### src/rtl/rvc_compress_packer.sv
`default_nettype none
// ============================================================================
// Module   : rvc_compress_packer
// Purpose  : Rewrites a subset of RV32I instructions into 16-bit RVC parcels
//            and packs 16/32-bit parcels little-endian into a 32-bit stream.
// Revision : 1.0 - initial release
// ============================================================================
module rvc_compress_packer #(
  parameter int          ENABLE_RVC = 1,
  parameter logic [15:0] PAD_HW     = 16'h0001
) (
  input  logic        clk,
  input  logic        rst_n,
  input  logic        in_valid,
  output logic        in_ready,
  input  logic [31:0] in_instr,
  input  logic        flush,
  output logic        out_valid,
  input  logic        out_ready,
  output logic [31:0] out_data,
  output logic        empty,
  output logic [15:0] comp_count
);

  logic        r_pend_valid;
  logic [15:0] r_pend_hw;
  logic        r_out_valid;
  logic [31:0] r_out_data;
  logic [15:0] r_comp_count;

  // Instruction field decode
  logic [6:0]  w_op;
  logic [4:0]  w_rd;
  logic [2:0]  w_f3;
  logic [4:0]  w_rs1;
  logic [4:0]  w_rs2;
  logic [6:0]  w_f7;
  logic [11:0] w_i_imm;
  logic [20:0] w_j_off;
  logic [12:0] w_b_off;
  logic        w_i_small;
  logic        w_j_small;
  logic        w_b_small;
  logic        w_is_addi;
  logic        w_is_add;
  logic        w_is_jal;
  logic        w_is_bz;

  assign w_op    = in_instr[6:0];
  assign w_rd    = in_instr[11:7];
  assign w_f3    = in_instr[14:12];
  assign w_rs1   = in_instr[19:15];
  assign w_rs2   = in_instr[24:20];
  assign w_f7    = in_instr[31:25];
  assign w_i_imm = in_instr[31:20];
  assign w_j_off = {in_instr[31], in_instr[19:12], in_instr[20], in_instr[30:21], 1'b0};
  assign w_b_off = {in_instr[31], in_instr[7], in_instr[30:25], in_instr[11:8], 1'b0};

  // A sign-extended value fits the narrow field when all bits above it match its sign
  assign w_i_small = (w_i_imm[11:5] == {7{w_i_imm[5]}});
  assign w_j_small = (w_j_off[20:11] == {10{w_j_off[11]}});
  assign w_b_small = (w_b_off[12:8] == {5{w_b_off[8]}});

  assign w_is_addi = (w_op == 7'h13) && (w_f3 == 3'b000) && (w_rd != 5'd0);
  assign w_is_add  = (w_op == 7'h33) && (w_f3 == 3'b000) && (w_f7 == 7'd0) &&
                     (w_rd != 5'd0) && (w_rs2 != 5'd0);
  assign w_is_jal  = (w_op == 7'h6F) && (w_rd == 5'd0);
  assign w_is_bz   = (w_op == 7'h63) && (w_f3[2:1] == 2'b00) && (w_rs2 == 5'd0) &&
                     (w_rs1[4:3] == 2'b01);

  logic        w_is_c;
  logic [15:0] w_parcel;

  // Compression rule table, first match wins
  always_comb begin
    w_is_c   = 1'b0;
    w_parcel = 16'h0000;
    if (ENABLE_RVC != 0) begin
      if (w_is_addi && (w_rs1 == w_rd) && (w_i_imm != 12'd0) && w_i_small) begin
        w_is_c   = 1'b1;
        w_parcel = {3'b000, w_i_imm[5], w_rd, w_i_imm[4:0], 2'b01};
      end else if (w_is_addi && (w_rs1 == 5'd0) && w_i_small) begin
        w_is_c   = 1'b1;
        w_parcel = {3'b010, w_i_imm[5], w_rd, w_i_imm[4:0], 2'b01};
      end else if (w_is_add && (w_rs1 == 5'd0)) begin
        w_is_c   = 1'b1;
        w_parcel = {4'b1000, w_rd, w_rs2, 2'b10};
      end else if (w_is_add && (w_rs1 == w_rd)) begin
        w_is_c   = 1'b1;
        w_parcel = {4'b1001, w_rd, w_rs2, 2'b10};
      end else if (w_is_jal && w_j_small) begin
        w_is_c   = 1'b1;
        w_parcel = {3'b101, w_j_off[11], w_j_off[4], w_j_off[9:8], w_j_off[10],
                    w_j_off[6], w_j_off[7], w_j_off[3:1], w_j_off[5], 2'b01};
      end else if (w_is_bz && w_b_small) begin
        w_is_c   = 1'b1;
        w_parcel = {2'b11, w_f3[0], w_b_off[8], w_b_off[4:3], w_rs1[2:0],
                    w_b_off[7:6], w_b_off[2:1], w_b_off[5], 2'b01};
      end
    end
  end

  logic        w_accept;
  logic        w_flush_go;
  logic        w_load;
  logic [31:0] w_word;
  logic        w_pend_valid_nxt;
  logic [15:0] w_pend_hw_nxt;

  assign in_ready   = ~r_out_valid | out_ready;
  assign w_accept   = in_valid & in_ready;
  // A flush yields to a simultaneous instruction and only fires when there is a halfword to pad
  assign w_flush_go = flush & ~in_valid & in_ready & r_pend_valid;

  // Parcel packing: combine the new parcel with any pending halfword
  always_comb begin
    w_load           = 1'b0;
    w_word           = 32'h0;
    w_pend_valid_nxt = r_pend_valid;
    w_pend_hw_nxt    = r_pend_hw;
    if (w_accept) begin
      if (!r_pend_valid) begin
        if (w_is_c) begin
          w_pend_valid_nxt = 1'b1;
          w_pend_hw_nxt    = w_parcel;
        end else begin
          w_load = 1'b1;
          w_word = in_instr;
        end
      end else begin
        w_load = 1'b1;
        if (w_is_c) begin
          w_word           = {w_parcel, r_pend_hw};
          w_pend_valid_nxt = 1'b0;
        end else begin
          w_word        = {in_instr[15:0], r_pend_hw};
          w_pend_hw_nxt = in_instr[31:16];
        end
      end
    end else if (w_flush_go) begin
      w_load           = 1'b1;
      w_word           = {PAD_HW, r_pend_hw};
      w_pend_valid_nxt = 1'b0;
    end
  end

  // State registers: pending halfword, output register and compression counter
  always_ff @(posedge clk or negedge rst_n) begin
    if (!rst_n) begin
      r_pend_valid <= 1'b0;
      r_pend_hw    <= 16'h0;
      r_out_valid  <= 1'b0;
      r_out_data   <= 32'h0;
      r_comp_count <= 16'h0;
    end else begin
      r_pend_valid <= w_pend_valid_nxt;
      r_pend_hw    <= w_pend_hw_nxt;
      if (w_load) begin
        r_out_valid <= 1'b1;
        r_out_data  <= w_word;
      end else if (out_ready) begin
        r_out_valid <= 1'b0;
      end
      if (w_accept && w_is_c) begin
        r_comp_count <= r_comp_count + 16'd1;
      end
    end
  end

  assign out_valid  = r_out_valid;
  assign out_data   = r_out_data;
  assign empty      = ~r_pend_valid & ~r_out_valid;
  assign comp_count = r_comp_count;

endmodule
`default_nettype wire

### config.mk
export PLATFORM = sky130hd
export DESIGN_NAME = rvc_compress_packer
export DESIGN_NICKNAME = d
export VERILOG_FILES = /design/src/rtl/rvc_compress_packer.sv
export SDC_FILE = /design/constraint.sdc
export NUM_CORES = 1
export LEC_CHECK = 0
export CAP_MARGIN = 20
export CELL_PAD_IN_SITES_DETAIL_PLACEMENT = 0
export CELL_PAD_IN_SITES_GLOBAL_PLACEMENT = 1
export CORE_UTILIZATION = 40
export DETAILED_ROUTE_END_ITERATION = 8
export PLACE_DENSITY_LB_ADDON = 0.1
export REMOVE_ABC_BUFFERS = 1
export SKIP_CTS_REPAIR_TIMING = 1
export SYNTH_ARGS = -nofsm -noshare
export SYNTH_HDL_FRONTEND = slang
export SYNTH_SLANG_ARGS = --single-unit
### constraint.sdc
create_clock -name clk -period 4.52 [get_ports clk]
set_input_delay 0.452 -clock clk [delete_from_list [all_inputs] [get_ports clk]]
set_output_delay 0.452 -clock clk [all_outputs]
set_load 0.05 [all_outputs]
-- Word level (Yosys, flattened, before mapping)
Index checks and enable logic that the tools add are counted.
- register bits: 66
- output and inout port bits: 51
- $add $sub $neg: 1
- equal/unequal tests: 10
- multiplexer cells: 30
- bitwise logic cells: 9
- reduce and logical (&&, ||, !) cells: 33
- operators with widths (cell ; number):
    2-to-1 mux 16 bit ; 9
    2-to-1 mux 32 bit ; 4
    logical AND 1 bit ; 20
    2-to-1 mux 17 bit ; 1
    adder 16 x 1 -> 16 bit, second input constant ; 1
    2-to-1 mux 1 bit ; 16
    zero test 5 bit ; 3
    equality test 7 bit, second input constant ; 2
    nonzero test 12 bit ; 1
    nonzero test 5 bit ; 2
    equality test 9 bit ; 1
    equality test 7 x 5 -> 1 bit, second input constant ; 1
    equality test 7 x 6 -> 1 bit, second input constant ; 1
    zero test 7 bit ; 1
    equality test 6 bit ; 1
    nonzero test 2 bit ; 3
    AND 1 bit ; 5
    equality test 5 bit ; 1
    equality test 4 bit ; 1
    zero test 3 bit ; 1
    inverter 1 bit ; 3
    AND reduction 3 bit ; 1
    equality test 2 x 1 -> 1 bit, second input constant ; 1
    zero test 2 bit ; 1
    2 further kinds ; 2

-- Logic depth before layout (Yosys ltp)
Gate-level depths: netlist of run 1.
- depth in word-level cells: 15
- depth in mapped cells: 18
- gate-level depth less buffers: 15

-- Least setup slack after synthesis of run 1
No wires, ideal clock.
- kind: input -> register
- start: in in_instr[28]
- end: reg r_pend_hw[3]
- setup time: 134 ps
- arrival time: 3829 ps
- setup slack: 557 ps
- stages on the path: 16
- path buffers: 4
- cell sequence: clkbuf_1 -> inv_1 -> ha_1 -> or3b_1 -> a211o_1 -> nor4_1 -> nor2_2 -> and3_1 -> buf_6 -> inv_2 -> ha_1 -> or3_1 -> clkbuf_1 -> clkbuf_1 -> a21oi_1 -> o31ai_1
- word-level cells in the longest chain between the ends: 11
- elaborated cells between the ends (all ways): 30
- those cells by class: 3 x eq/ne; 14 x mux; 13 x reduce/logical
- ends and longest elaborated chain (what ; line ; source):
    start: declaration ; 16 ; input logic [31:0] in_instr,
    branches (longest 11 deep; another with equality test 4 bit) ; - ;
    end signal: assignment ; 157 ; r_pend_hw <= w_pend_hw_nxt;
    end: declaration ; 26 ; logic [15:0] r_pend_hw;
Several ways; the timed one is not identified. The select of a mux whose other input is x is not followed.
A chain may end at the register's enable or synchronous reset.

-- Final worst setup path of run 1
- start: in in_instr[13]
- end: reg r_pend_hw[3]
- word-level cells in the longest chain between the ends: 13
- elaborated cells between the ends (all ways): 38
- those cells by class: 2 x eq/ne; 14 x mux; 22 x reduce/logical
- ends and longest elaborated chain (what ; line ; source):
    zero test 2 bit ; 68 ; assign w_is_bz = (w_op == 7'h63) && (w_f3[2:1] == 2'b00) && (w_rs2 == 5'd0) &&
    logical AND 1 bit (3 in series) ; 68 ;
    logical AND 1 bit ; 95 ; end else if (w_is_bz && w_b_small) begin
    2-to-1 mux 1 bit or 2-to-1 mux 16 bit (tied branches) ; 95 ;
    2-to-1 mux 1 bit or 2-to-1 mux 16 bit (tied branches) ; 91 ; end else if (w_is_jal && w_j_small) begin
    2-to-1 mux 1 bit or 2-to-1 mux 16 bit (tied branches) ; 88 ; end else if (w_is_add && (w_rs1 == w_rd)) begin
    2-to-1 mux 1 bit or 2-to-1 mux 16 bit (tied branches) ; 85 ; end else if (w_is_add && (w_rs1 == 5'd0)) begin
    2-to-1 mux 1 bit or 2-to-1 mux 16 bit (tied branches) ; 82 ; end else if (w_is_addi && (w_rs1 == 5'd0) && w_i_small) begin
    2-to-1 mux 1 bit or 2-to-1 mux 16 bit (tied branches) ; 79 ; if (w_is_addi && (w_rs1 == w_rd) && (w_i_imm != 12'd0) && w_i_small) begin
    != test 2 bit (no line) (tied with other cells) ; - ;
    AND reduction 3 bit (no line) or 2-to-1 mux 16 bit (tied branches) ; - ;
Parallel ways exist; a longest one is shown, timed or not. The select of a mux whose other input is x is not followed.

==> results of run 1 <==
## cells in the mapped netlist, types with 2 or more instances
cell	number	area, sq um
mux2_2	4	45.04
a22oi_1	10	75.07
nand3b_1	3	22.52
or2_1	2	12.51
buf_2	4	20.02
o21ai_1	6	30.03
nand4_1	7	43.79
o31ai_1	5	37.54
nand2b_1	3	18.77
xor2_1	15	131.4
a22o_1	9	78.83
nor2_1	36	135.1
o21ai_0	21	105.1
a21o_1	8	60.06
mux2i_1	3	30.03
nor3b_1	2	15.01
nor3_1	15	75.07
buf_6	2	22.52
a41o_1	2	20.02
a21oi_1	26	130.1
or2_2	2	12.51
nand3_1	8	40.04
o21a_1	2	15.01
a311oi_1	4	35.03
ha_1	4	50.05
o22ai_1	7	43.79
and3_1	4	25.02
or3_1	3	18.77
buf_1	3	11.26
a31oi_1	4	25.02
dfrtp_1	66	1652
and4_1	2	17.52
a221oi_1	2	17.52
nor4_1	5	31.28
inv_1	7	26.28
a211o_1	4	35.03
a221o_1	4	40.04
xnor2_1	5	43.79
nor4_2	6	75.07
clkbuf_1	22	82.58
a32oi_1	4	35.03
nand2_1	59	221.5
or4_1	6	45.04
## where the power goes
group	total, mW	switching (mW)	internal, mW	leakage (nW)
logic	0.570	0.366	0.204	1.34
clock network	0.459	0.247	0.211	0.0851
registers	0.713	0.0445	0.668	0.854
## routing by layer
layer  vias to the layer above  routed length, um  GRT usage (%)  share of wire [%]
li1                       1782                  -              -                  -
met1                      1900               6190          40.16                 46
met2                       181               6113          43.24                 45
met3                        32                829          3.969                6.1
met4                         0                436          13.12                3.2
met5                         -                  0              0                  0
## worst max-delay path by stage
stage	cells after the start	startpoint	to
CTS	12	in_instr[13]	r_pend_hw[3]
detailed placement	12	in_instr[13]	r_pend_hw[3]
global placement	12	in_instr[13]	r_pend_hw[3]
floorplan	15	in_instr[28]	out_data[20]
global route	12	in_instr[13]	r_pend_hw[3]
finish	12	in_instr[13]	r_pend_hw[3]
## cell usage in the layout, fill, tap and decap left out, types with 4 or more instances in the layout
master,instances
a221o_1,4
a22o_1,9
buf_4,33
xor2_1,15
a22oi_1,10
nor2_1,35
nand2_1,59
ha_1,4
o21ai_1,6
or4_1,6
and3_1,4
nand4_1,7
o21ai_0,21
a21o_1,8
nor3_1,15
a211o_1,4
clkdlybuf4s50_1,86
inv_1,7
a31oi_1,4
nor4_2,6
o22ai_1,7
a311oi_1,4
mux2_2,4
clkbuf_8,10
dfrtp_1,66
xnor2_1,5
o31ai_1,5
nand3_1,8
a32oi_1,4
a21oi_1,26
nor4_1,5
## logic make-up after synthesis
group / synth area share (%)
XOR/XNOR: 4.571
multiplexers: 1.959
AND/OR/NAND/NOR: 22.59
buffers and inverters: 4.473
AO/OA/AOI/OAI: 22.00
adder cells (fa/ha/maj): 1.306
flip-flops: 43.09
## registers in the layout, indices dropped and copies added, names as in the netlist
register / count
out_data: 32
r_pend_hw: 16
out_valid: 1
r_pend_valid: 1
comp_count: 16
## layout make-up
| class | count | area share (%) |
|---|---|---|
| sequential | 66 | 32.13 |
| tap | 129 | 3.140 |
| clock buffer | 11 | 2.751 |
| timing repair buffer | 120 | 21.67 |
| clock inverter | 5 | 0.5842 |
| multi-input combinational | 324 | 39.14 |
| inverter | 8 | 0.5842 |
## worst max-delay path: cells and delay by family
family          cells  cell delay [ns]
buf+inv             3             0.88
simple gates        6             2.37
fa+ha+maj           1             0.21
compound gates      2             0.25
==> results.yml, run 1 <==
outcome:
  status: "finished clean"
flow_run:
  cap_viol_max_count: 0
grt:
  grt_pass1_wl_um: 21310
  grt_pass1_vias: 3771
  grt_overflow: 0
  grt_max_degree: 39
  grt_usage_pct: 28.46
  grt_antenna_before_repair: 0
synth:
  syn_avg_cell_area_sq_um: 8.913
  synth_edf_count: 0
  netlist_area_sq_um: 3832
  synth.distinct_cells: 57
  ys_async_sr_fraction_pct: 100.0
  seq_area_frac_synth_pct: 43.10
  syn_inst: 430
  ys.flop_type: "dfrtp_1"
  synth-seq-cells: 66
  ys_warn_count: 0
floorplanning:
  die_w_um: 99.88
  die_h_um: 99.88
  pin_count: 88
  std_cell_rows: 35
  start_util_pct: 41.48
  core_area_sq_um: 9240
  dieArea_sq_um: 9976
timing:
  worst_pin_slew_ns: 0.7664
  timing.hold.ws_ns: 0.1524
  finalMaxSlewViolations: 0
  min_period_ns: 3.943
  rsz0062_at_grt: "no"
  fmax_mhz: 253.6
  final_hold_viol_count: 0
  setup-tns-final_ns: 0
  fin_skew_ns: 0.008243
  fin_crit_sh_pct: 87.23
  fin_ws_ns: 0.5773
  setup_violations: 0
  maxSlewHeadroom_pct: 48.85
route:
  wl_per_cell_um: 20.47
  drc: 0
  ant_nets: 0
  avgViaCountPerCell: 5.875
  finalWirelength_um: 13570
  drt-initial-drc-count: 261
  vias: 3895
  dr.pass1.iters: 5
cells_and_area:
  ff_latch_area_sq_um: 1652
  nets: 570
  fin_util_pct: 55.63
  multi_input_area_sq_um: 2012
  diodes: 0
  fill_cells: 874
  drive_above_1_share_pct: 12.55
  design_area_sq_um: 5140
  syn_to_final_growth_pct: 34.12
  stdcell_count: 663
placed_design:
  dpl.hpwl_um: 9982
  io_buffers: 87
  place_area_sq_um: 4969
  dp.cells: 647
  dp_slack_ns: 0.2406
  place.gp.congestion: 0.9399
clocking:
  clkSlewWorstSetupHoldPaths_ns: 0.08
  cts_sinks: 66
  cts_made_buffers: 9
  clockRootBuffer: "clkbuf_8"
  cts_tree: "yes"
  htreeDepth: 3
  clock_path_buffers: 2
  clock_latency_ns: 0.35
worst_setup_path:
  cpPeakStageDelay_ns: 0.65
  worstPathCellList: "clkdlybuf4s50_1, nor4_1, nand3_1, or4_1, or3_1, and3_1, inv_2, ha_1, or3_1, buf_4, a21oi_1, o31ai_1"
  rr_endpoint: "out_data[7]"
  worstSetupPathType: "in2reg"
  worstRegToRegCells: 8
  cpMostUsedCell: "or3_1"
  cp.required_ns: 4.75
  reg2reg_slack_ns: 1.55
  start_kind: "primary input"
  endpoint_kind: "flip-flop"
  r2r-start: "r_pend_valid"
  slowest_stage: "or4_1"
  critPathArrivalTime_ns: 4.17
  cp_max_fo: 19
power_and_ir_drop:
  powerDensity_nw_per_um2: 338.8
  p_leak_nw: 2.275
  peakVddDrop_uv: 186.3
  total_power_mw: 1.742
hold_path:
  hold_class: "in2async"
(Power assumes the default switching activity.)
==> inputs of run 2 (changes only) <==
- DONT_BUFFER_PORTS: default -> 1
==> run 2 against run 1 <==
Fmax up 8.7%. Total power down 12%. Non-clock buffer count down 104. Register-to-register slack better by 0.14 ns. Setup slack better by 0.32 ns. Clock skew up 0.0043 ns. Largest cell class unchanged.
==> results.yml, run 2 (synthesis gave the netlist of run 1 again) <==
grt:
  grt_max_degree: 67
  grt_antenna_before_repair: 0
  grt_overflow: 0
  grt_usage_pct: 26.71
  grt_pass1_vias: 3460
  grt_pass1_wl_um: 19950
worst_setup_path:
  critPathBufInv: 2
  start_kind: "primary input"
  cp_max_fo: 7
  cp.required_ns: 4.80
  worstRegToRegCells: 8
  slowest_stage: "nor3_1"
  endpoint_kind: "flip-flop"
  critPathTopFamily: "simple AND/OR/NAND/NOR gates"
  cpPeakStageDelay_ns: 0.57
  worstSetupPathType: "in2reg"
  rr_endpoint: "out_data[25]"
  critPathArrivalTime_ns: 3.91
  worstPathCellList: "or4_1, nor4_1, or3_1, a211o_1, and3_1, inv_2, ha_1, nor3_1, buf_4, nand2_1, nor2_1, a221o_1"
  reg2reg_slack_ns: 1.69
  r2r-start: "r_pend_valid"
  crit_start: "in_instr[21]"
hold_path:
  hold_class: "in2reg"
  hp-start: "in_instr[12]"
  hold_path_end: "out_data[12]"
  hold_depth: 1
placed_design:
  dpl.hpwl_um: 9068
  dp_slack_ns: 0.5900
  io_buffers: 0
  place.gp.congestion: 0.9663
cells_and_area:
  syn_to_final_growth_pct: 8.456
  fin_util_pct: 44.98
  drive_above_1_share_pct: 11.19
  largest_reg_flops: 32
  diodes: 0
  nets: 466
  mostFrequentLayoutCell: "dfrtp_1"
  fill_cells: 928
  final_cell_mix: "66 x dfrtp_1, 59 x nand2_1, 35 x nor2_1"
floorplanning:
  die_w_um: 99.88
  dieArea_sq_um: 9976
  start_util_pct: 41.48
  std_cell_rows: 35
  pin_count: 88
  die_h_um: 99.88
  core_area_sq_um: 9240
power_and_ir_drop:
  power.switching_uw: 599.4
  peakVddDrop_uv: 153.4
  powerDensity_nw_per_um2: 368.7
  p_leak_nw: 1.867
  switching_share_pct: 39.12
  power_frac_seq_pct: 60.1
  intPower_uw: 933.0
  clockPowerShare_pct: 28.3
  p_comb_share_pct: 11.6
timing:
  min_period_ns: 3.627
  fin_ws_ns: 0.8927
  fin_skew_ns: 0.01258
  worst_pin_slew_ns: 0.8752
  rsz0062_at_grt: "no"
  maxSlewHeadroom_pct: 41.44
  fmax_mhz: 275.7
  fin_crit_sh_pct: 80.25
  setup-tns-final_ns: 0
  final_hold_viol_count: 0
  finalMaxSlewViolations: 0
  setup_violations: 0
route:
  ant_nets: 0
  wl_per_cell_um: 22.79
  drc: 0
  dr.pass1.iters: 4
  avgViaCountPerCell: 6.177
  finalWirelength_um: 12720
  vias: 3447
  drt-initial-drc-count: 194
clocking:
  clockRootBuffer: "clkbuf_8"
  clock_latency_ns: 0.34
  cts_made_buffers: 9
  htreeDepth: 3
  cts_sinks: 66
  clock_path_buffers: 2
  cts_tree: "yes"
  clkSlewWorstSetupHoldPaths_ns: 0.08
flow_run:
  cap_viol_max_count: 0
outcome:
  status: "finished clean"
==> run 2: power groups by stage <==
stage | registers (mW) | logic, mW | clock network [mW]
2_1_floorplan | 0.915 | 0.125 | 0
3_3_place_gp | 0.935 | 0.162 | 0
3_5_place_dp | 0.935 | 0.164 | 0
4_1_cts | 0.924 | 0.164 | 0.442
5_1_grt | 0.931 | 0.202 | 0.467
6_report | 0.922 | 0.178 | 0.433
==> run 2: worst max-delay path by stage <==
| stage | end | slack, ns | cells past startpoint |
|---|---|---|---|
| after global placement | r_pend_hw[3] | 0.62 | 11 |
| final | out_data[25] | 0.89 | 12 |
| after detailed placement | r_pend_hw[8] | 0.59 | 10 |
| after CTS | r_pend_hw[8] | 0.95 | 10 |
| after floorplan | out_data[20] | 0.19 | 15 |
| after global routing | out_data[31] | 0.67 | 12 |
==> run 2: per-stage QoR <==
stage	area (sq um)	hold WS (ns)	power, mW	std cells
after floorplan	3691	0.1564	1.039	398
after global placement	3960	0.1579	1.096	541
after detailed placement	3960	0.1578	1.098	541
after CTS	4119	-0.2202	1.530	556
after global routing	4156	0.2060	1.600	558
final	4156	0.2145	1.532	558
==> run 2: final cells by class <==
type | instances | area [sq um] | share of cell area [%]
well taps | 129 | 161.4 | 3.883
multi-input cells | 324 | 2012 | 48.40
inverters | 8 | 30.03 | 0.7225
clock inverters | 6 | 35.03 | 0.8429
clock buffers | 9 | 123.9 | 2.980
repair buffers | 16 | 142.6 | 3.432
flip-flops and latches | 66 | 1652 | 39.73
==> run 2: metal layers <==
metal | up-vias | wire (um) | track usage, %
met4 | 0 | 206 | 9.502
met1 | 1738 | 5726 | 35.49
met5 | - | 0 | 0
li1 | 1564 | - | -
met3 | 20 | 913 | 6.476
met2 | 125 | 5871 | 42.44
==> variant 1 (flow settings as in run 2) <==
Set the parameter `ENABLE_RVC` to 0 (it was 1).
--- a/src/rtl/rvc_compress_packer.sv
+++ b/src/rtl/rvc_compress_packer.sv
@@ -6,7 +6,7 @@
 // Revision : 1.0 - initial release
 // ============================================================================
 module rvc_compress_packer #(
-  parameter int          ENABLE_RVC = 1,
+  parameter int          ENABLE_RVC = 0,
   parameter logic [15:0] PAD_HW     = 16'h0001
 ) (
   input  logic        clk,
Function: changed (Yosys sat finds a counterexample within 4 cycles, from zero or initial values and one cycle with rst_n low).
==> variant 1 against run 2 <==
Cell count fell by 74%; cell area fell by 62%; combinational power fell by 30%; global-route usage fell by 15 points; clock skew fell by 0.012 ns; setup slack improved by 1.7 ns; synthesized area fell by 60%; first-iteration DRC count fell by 89%; routed wire length fell by 83%; total power fell by 42%; sequential cell count fell by 33; fmax rose by 87%; synthesized cell count fell by 79%.
==> variant 1: results (changes against run 2) <==
Status -> completed
Slew @ Worst Pin -> 0.586 ns (-0.290 ns)
Syn_area_per_cell -> 17.1 um^2 (+91%)
Leakage -> 0.800 nW (-57%)
All-Layer GR Usage -> 11.7% (-15 points)
Post-Layout Cell Count -> 143 (-74%)
Unique cell type count in the Yosys netlist -> 10 (-82%)
TritonRoute pass-1 iters -> 3 (-1)
Most used DFF post-synth -> dfrtp_1
Via-per-instance ratio -> 4.68 (-24%)
Sequential-to-total area share from yosys stat -> 54.4% (+11 points)
Synth Area in XOR/XNOR -> 0% (-4.6 points)
Slowest CP cell -> dfrtp_1
Total CTS buffers -> 5 (-4)
Clock root buffer -> clkbuf_8
Drt total wl -> 2.18 mm (-83%)
Post-DP HPWL -> 1.46 mm (-84%)
CP max stage delay -> 0.69 ns (+0.12 ns)
Vias in the first global route -> 679 (-80%)
Clock insertion delay at the later pin of the skew report -> 0.27 ns (-0.07 ns)
Clock tree buffer depth -> 2 (unchanged)
Synth Area in Adders -> 0% (-1.3 points)
First-pass GRT wire length -> 3.30 mm (-83%)
Hold crit path type -> in -> reg
Post-synth top cells -> dfrtp_1, mux2_4, buf_4, buf_12, mux2_2
Asr flop ratio synth -> 100% (unchanged)
Drt initial violations -> 22 (-89%)
# H-tree levels -> 2 (-1)
Top cells by area, synth -> dfrtp_1, mux2_4, buf_4
I/O Buffers -> 0 (unchanged)
Fillers -> 329 (-65%)
R2R cell count -> 3 (-5)
Routability cong. -> 0.565 (-42%)
Arrival time at the worst endpoint -> 2.11 ns (-1.80 ns)
ANT cells -> 0 (unchanged)
Family with the most delay on the worst path -> simple AND/OR/NAND/NOR gates
# DRC -> 0 (unchanged)
Clock transition at the registers of the reported paths -> 0.06 ns (-0.02 ns)
VDD IR max -> 0.215 mV (+40%)
Antenna violations before repair -> 0 (unchanged)
Hold Path Depth -> 1 (unchanged)
Share of cells above drive strength 1 -> 45.3% (+34 points)
Synth Area in Compound Gates -> 0% (-22 points)
Multiplexer area fraction after synthesis -> 31.1% (+29 points)
Final nets -> 131 (-72%)
Largest register FFs -> 32 (unchanged)
Setup Skew -> 0.000905 ns (-0.0117 ns)
Warnings from Yosys -> 0 (unchanged)
Largest net degree at the start of global routing -> 34 (-49%)
Crit-path max FO -> 32 (+25)
## variant 1: layout make-up
type	count	area share, %
tap	48	3.79
clock buffer	7	6.07
clock inverter	1	0.315
sequential	33	52.1
multi-input combinational	51	35.6
timing repair buffer	2	1.89
inverter	1	0.237
## variant 1: cells by family (layout without fill, tap and decap cells)
group	Yosys count	count (layout)
and+or+nand+nor	3	3
other	1	16
DFF	33	33
muxes	32	32
buffers and inverters	20	11
## variant 1: report_power, final
group	switching, mW	internal (mW)
logic	0.0598	0.0646
clock network	0.0989	0.137
registers	0.187	0.335
## variant 1: final timing paths
check                                                 to                startpoint  slack [ns]
min in group asynchronous          out_valid$_DFFE_PN0P_                     rst_n        0.61
worst max register to register  out_data[27]$_DFFE_PN0P_     out_valid$_DFFE_PN0P_        2.58
max in group asynchronous       out_data[17]$_DFFE_PN0P_                     rst_n        3.73
worst min register to register  out_data[18]$_DFFE_PN0P_  out_data[18]$_DFFE_PN0P_        0.89
worst min-delay path               out_valid$_DFFE_PN0P_                  in_valid        0.28
worst max-delay path            out_data[27]$_DFFE_PN0P_     out_valid$_DFFE_PN0P_        2.58
## variant 1: per-stage QoR
stage                     util (%)  worst slack, ns  area [um^2]  hold slack [ns]
after detailed placement      39.7             2.56         1460            0.157
after global routing          43.3             2.49         1590            0.267
final                         43.3             2.58         1590            0.281
after global placement        39.7             2.58         1460            0.157
after floorplan                  -             2.69         1400            0.156
after CTS                     42.5             2.55         1560           -0.149
## variant 1: metal layers
layer  GRT usage (%)  part of all wire [%]  vias up
li1                -                     -      274
met1            12.3                    37      332
met2            16.6                    48       56
met3            8.88                    13        7
met4            6.82                   2.1        0
met5               0                     0        -
## variant 1: worst register-to-register path, cell delays in order (launching register included)
cell and delay (ns):
dfrtp_1 0.69, nand2b_4 0.24, nand2_4 0.50, mux2_2 0.41
==> variant 2 (settings of run 2) <==
Made on the original files. Register the output `comp_count` once more, cleared by the reset; this adds one clock of latency there. The other outputs are not delayed to match.
--- a/src/rtl/rvc_compress_packer.sv
+++ b/src/rtl/rvc_compress_packer.sv
@@ -170,7 +170,13 @@
   assign out_valid  = r_out_valid;
   assign out_data   = r_out_data;
   assign empty      = ~r_pend_valid & ~r_out_valid;
-  assign comp_count = r_comp_count;
+  always_ff @(posedge clk or negedge rst_n) begin
+    if (!rst_n) begin
+      comp_count <= '0;
+    end else begin
+      comp_count <= r_comp_count;
+    end
+  end
 
 endmodule
 `default_nettype wire
Function: changed (a bounded check fails within 4 cycles, from zero or initial values and one cycle with rst_n low).
==> variant 2 against run 2 <==
Setup slack better by 0.47 ns; die area up 8.3%; first-iteration DRC count up 15%; total power up 15%; routed wire length down 6.1%; cell area up 8.5%; via count down 5.1%; sequential cell count up 16; combinational power down 3%; count of clock-buffer cells in the layout unchanged; core utilization up 0.51 points; register-to-register slack better by 0.11 ns; synthesized area up 8.5%.
==> variant 2: results (changes against run 2) <==
Status -> completed
Setup Skew -> 0.0130 ns (+0.000417 ns)
Fillers -> 972 (+4.7%)
Slew @ Worst Pin -> 0.880 ns (+0.00494 ns)
P_sw -> 0.656 mW (+9.4%)
# DRC -> 0 (unchanged)
Leakage -> 2.11 nW (+13%)
Post-DP HPWL -> 8.34 mm (-8.1%)
Sequential-to-total area share from yosys stat -> 49.4% (+6.3 points)
Share of cells above drive strength 1 -> 12.6% (+1.4 points)
Via-per-instance ratio -> 6.00 (-2.8%)
Routability cong. -> 0.875 (-9.5%)
Largest net degree at the start of global routing -> 83 (+24%)
Final setup viols -> 0 (unchanged)
Clock insertion delay at the later pin of the skew report -> 0.37 ns (+0.03 ns)
Synth Area in Adders -> 1.20% (-0.10 points)
Placed Cells incl. Taps -> 527 (-2.6%)
Antenna violations before repair -> 0 (unchanged)
VDD IR max -> 0.184 mV (+20%)
All-Layer GR Usage -> 23.1% (-3.6 points)
I/O Buffers -> 0 (unchanged)
Final nets -> 448 (-3.9%)
CP max stage delay -> 0.56 ns
TritonRoute pass-1 iters -> 6 (+2)
R2R Path Start -> out_valid$_DFFE_PN0P_
Multiplexer area fraction after synthesis -> 0.542% (-1.4 points)
Arrival time at the worst endpoint -> 3.40 ns (-0.51 ns)
Clk power -> 0.533 mW (+23%)
ANT cells -> 0 (unchanged)
Largest register FFs -> 32 (unchanged)
Clock transition at the registers of the reported paths -> 0.10 ns (+0.02 ns)
Syn_area_per_cell -> 10.2 um^2 (+15%)
Slowest CP cell -> or4_1
Via count -> 3272 (-5.1%)
Clock root buffer -> clkbuf_8
# H-tree levels -> 3 (unchanged)
Synth Area in XOR/XNOR -> 4.21% (-0.36 points)
Crit-path max FO -> 15 (+8)
Drt initial violations -> 223 (+15%)
Critical Path Source -> in_instr[27]
Family with the most delay on the worst path -> simple AND/OR/NAND/NOR gates
Clock tree buffer depth -> 2 (unchanged)
DR WL/cell -> 21.9 um (-3.9%)
Asr flop ratio synth -> 100% (unchanged)
Unique cell type count in the Yosys netlist -> 57 (unchanged)
Hold crit path type -> in -> reg
First-pass GRT wire length -> 19.2 mm (-3.6%)
Combinational power share -> 9.8% (-1.8 points)
Tot Pwr -> 1.76 mW (+15%)
Post-synth top cells -> dfrtp_1, nand2_1, nor2_1, inv_1, o21ai_0
Synth Area in Compound Gates -> 19.1% (-2.9 points)
Worst Hold Launch -> in_instr[11]
Most used DFF post-synth -> dfrtp_1
Top cells by area, synth -> dfrtp_1, a222oi_1, nand2_1
variant 2: cell type report:
class / instances / share of cell area [%]
clock buffers: 9 / 2.75
clock inverters: 7 / 1.61
inverters: 24 / 2.00
multi-input cells: 277 / 41.8
flip-flops and latches: 82 / 45.5
well taps: 133 / 3.69
repair buffers: 13 / 2.66
variant 2: worst paths after layout:
kind | endpoint | slack, ns | depth (start not counted)
min in group asynchronous | r_pend_hw[4]$_DFFE_PN0P_ | 0.65 | 2
setup / recovery | out_data[18]$_DFFE_PN0P_ | 1.36 | 13
setup reg to reg | out_data[18]$_DFFE_PN0P_ | 1.80 | 5
hold / removal | r_pend_hw[11]$_DFFE_PN0P_ | 0.20 | 2
hold reg to reg | comp_count[15]$_DFF_PN0_ | 0.40 | 0
max in group asynchronous | out_data[2]$_DFFE_PN0P_ | 3.53 | 2
variant 2: per-layer routing:
layer	track usage [%]	up-vias	part of all wire (%)
met5	0	-	0
met4	6.84	0	1.6
met3	7.96	14	7.7
met2	37.0	120	49
met1	29.3	1629	42
li1	-	1509	-
variant 2: cell families (layout without fill, tap and decap cells):
group,after synthesis,in the layout
and+or+nand+nor,148,148
AOI/OAI and AO/OA,103,103
DFF,82,82
buffers and inverters,48,53
xor gates and xnor gates,20,20
adders and majority gates,4,4
muxes,2,2
variant 2: per-stage QoR:
stage / hold slack [ns] / setup slack (ns) / instance area, um^2
5_1_grt: 0.176 / 1.17 / 4510
2_1_floorplan: 0.156 / 1.08 / 4020
4_1_cts: -0.252 / 1.40 / 4470
6_report: 0.198 / 1.36 / 4510
3_5_place_dp: 0.159 / 1.01 / 4270
3_3_place_gp: 0.158 / 1.11 / 4270
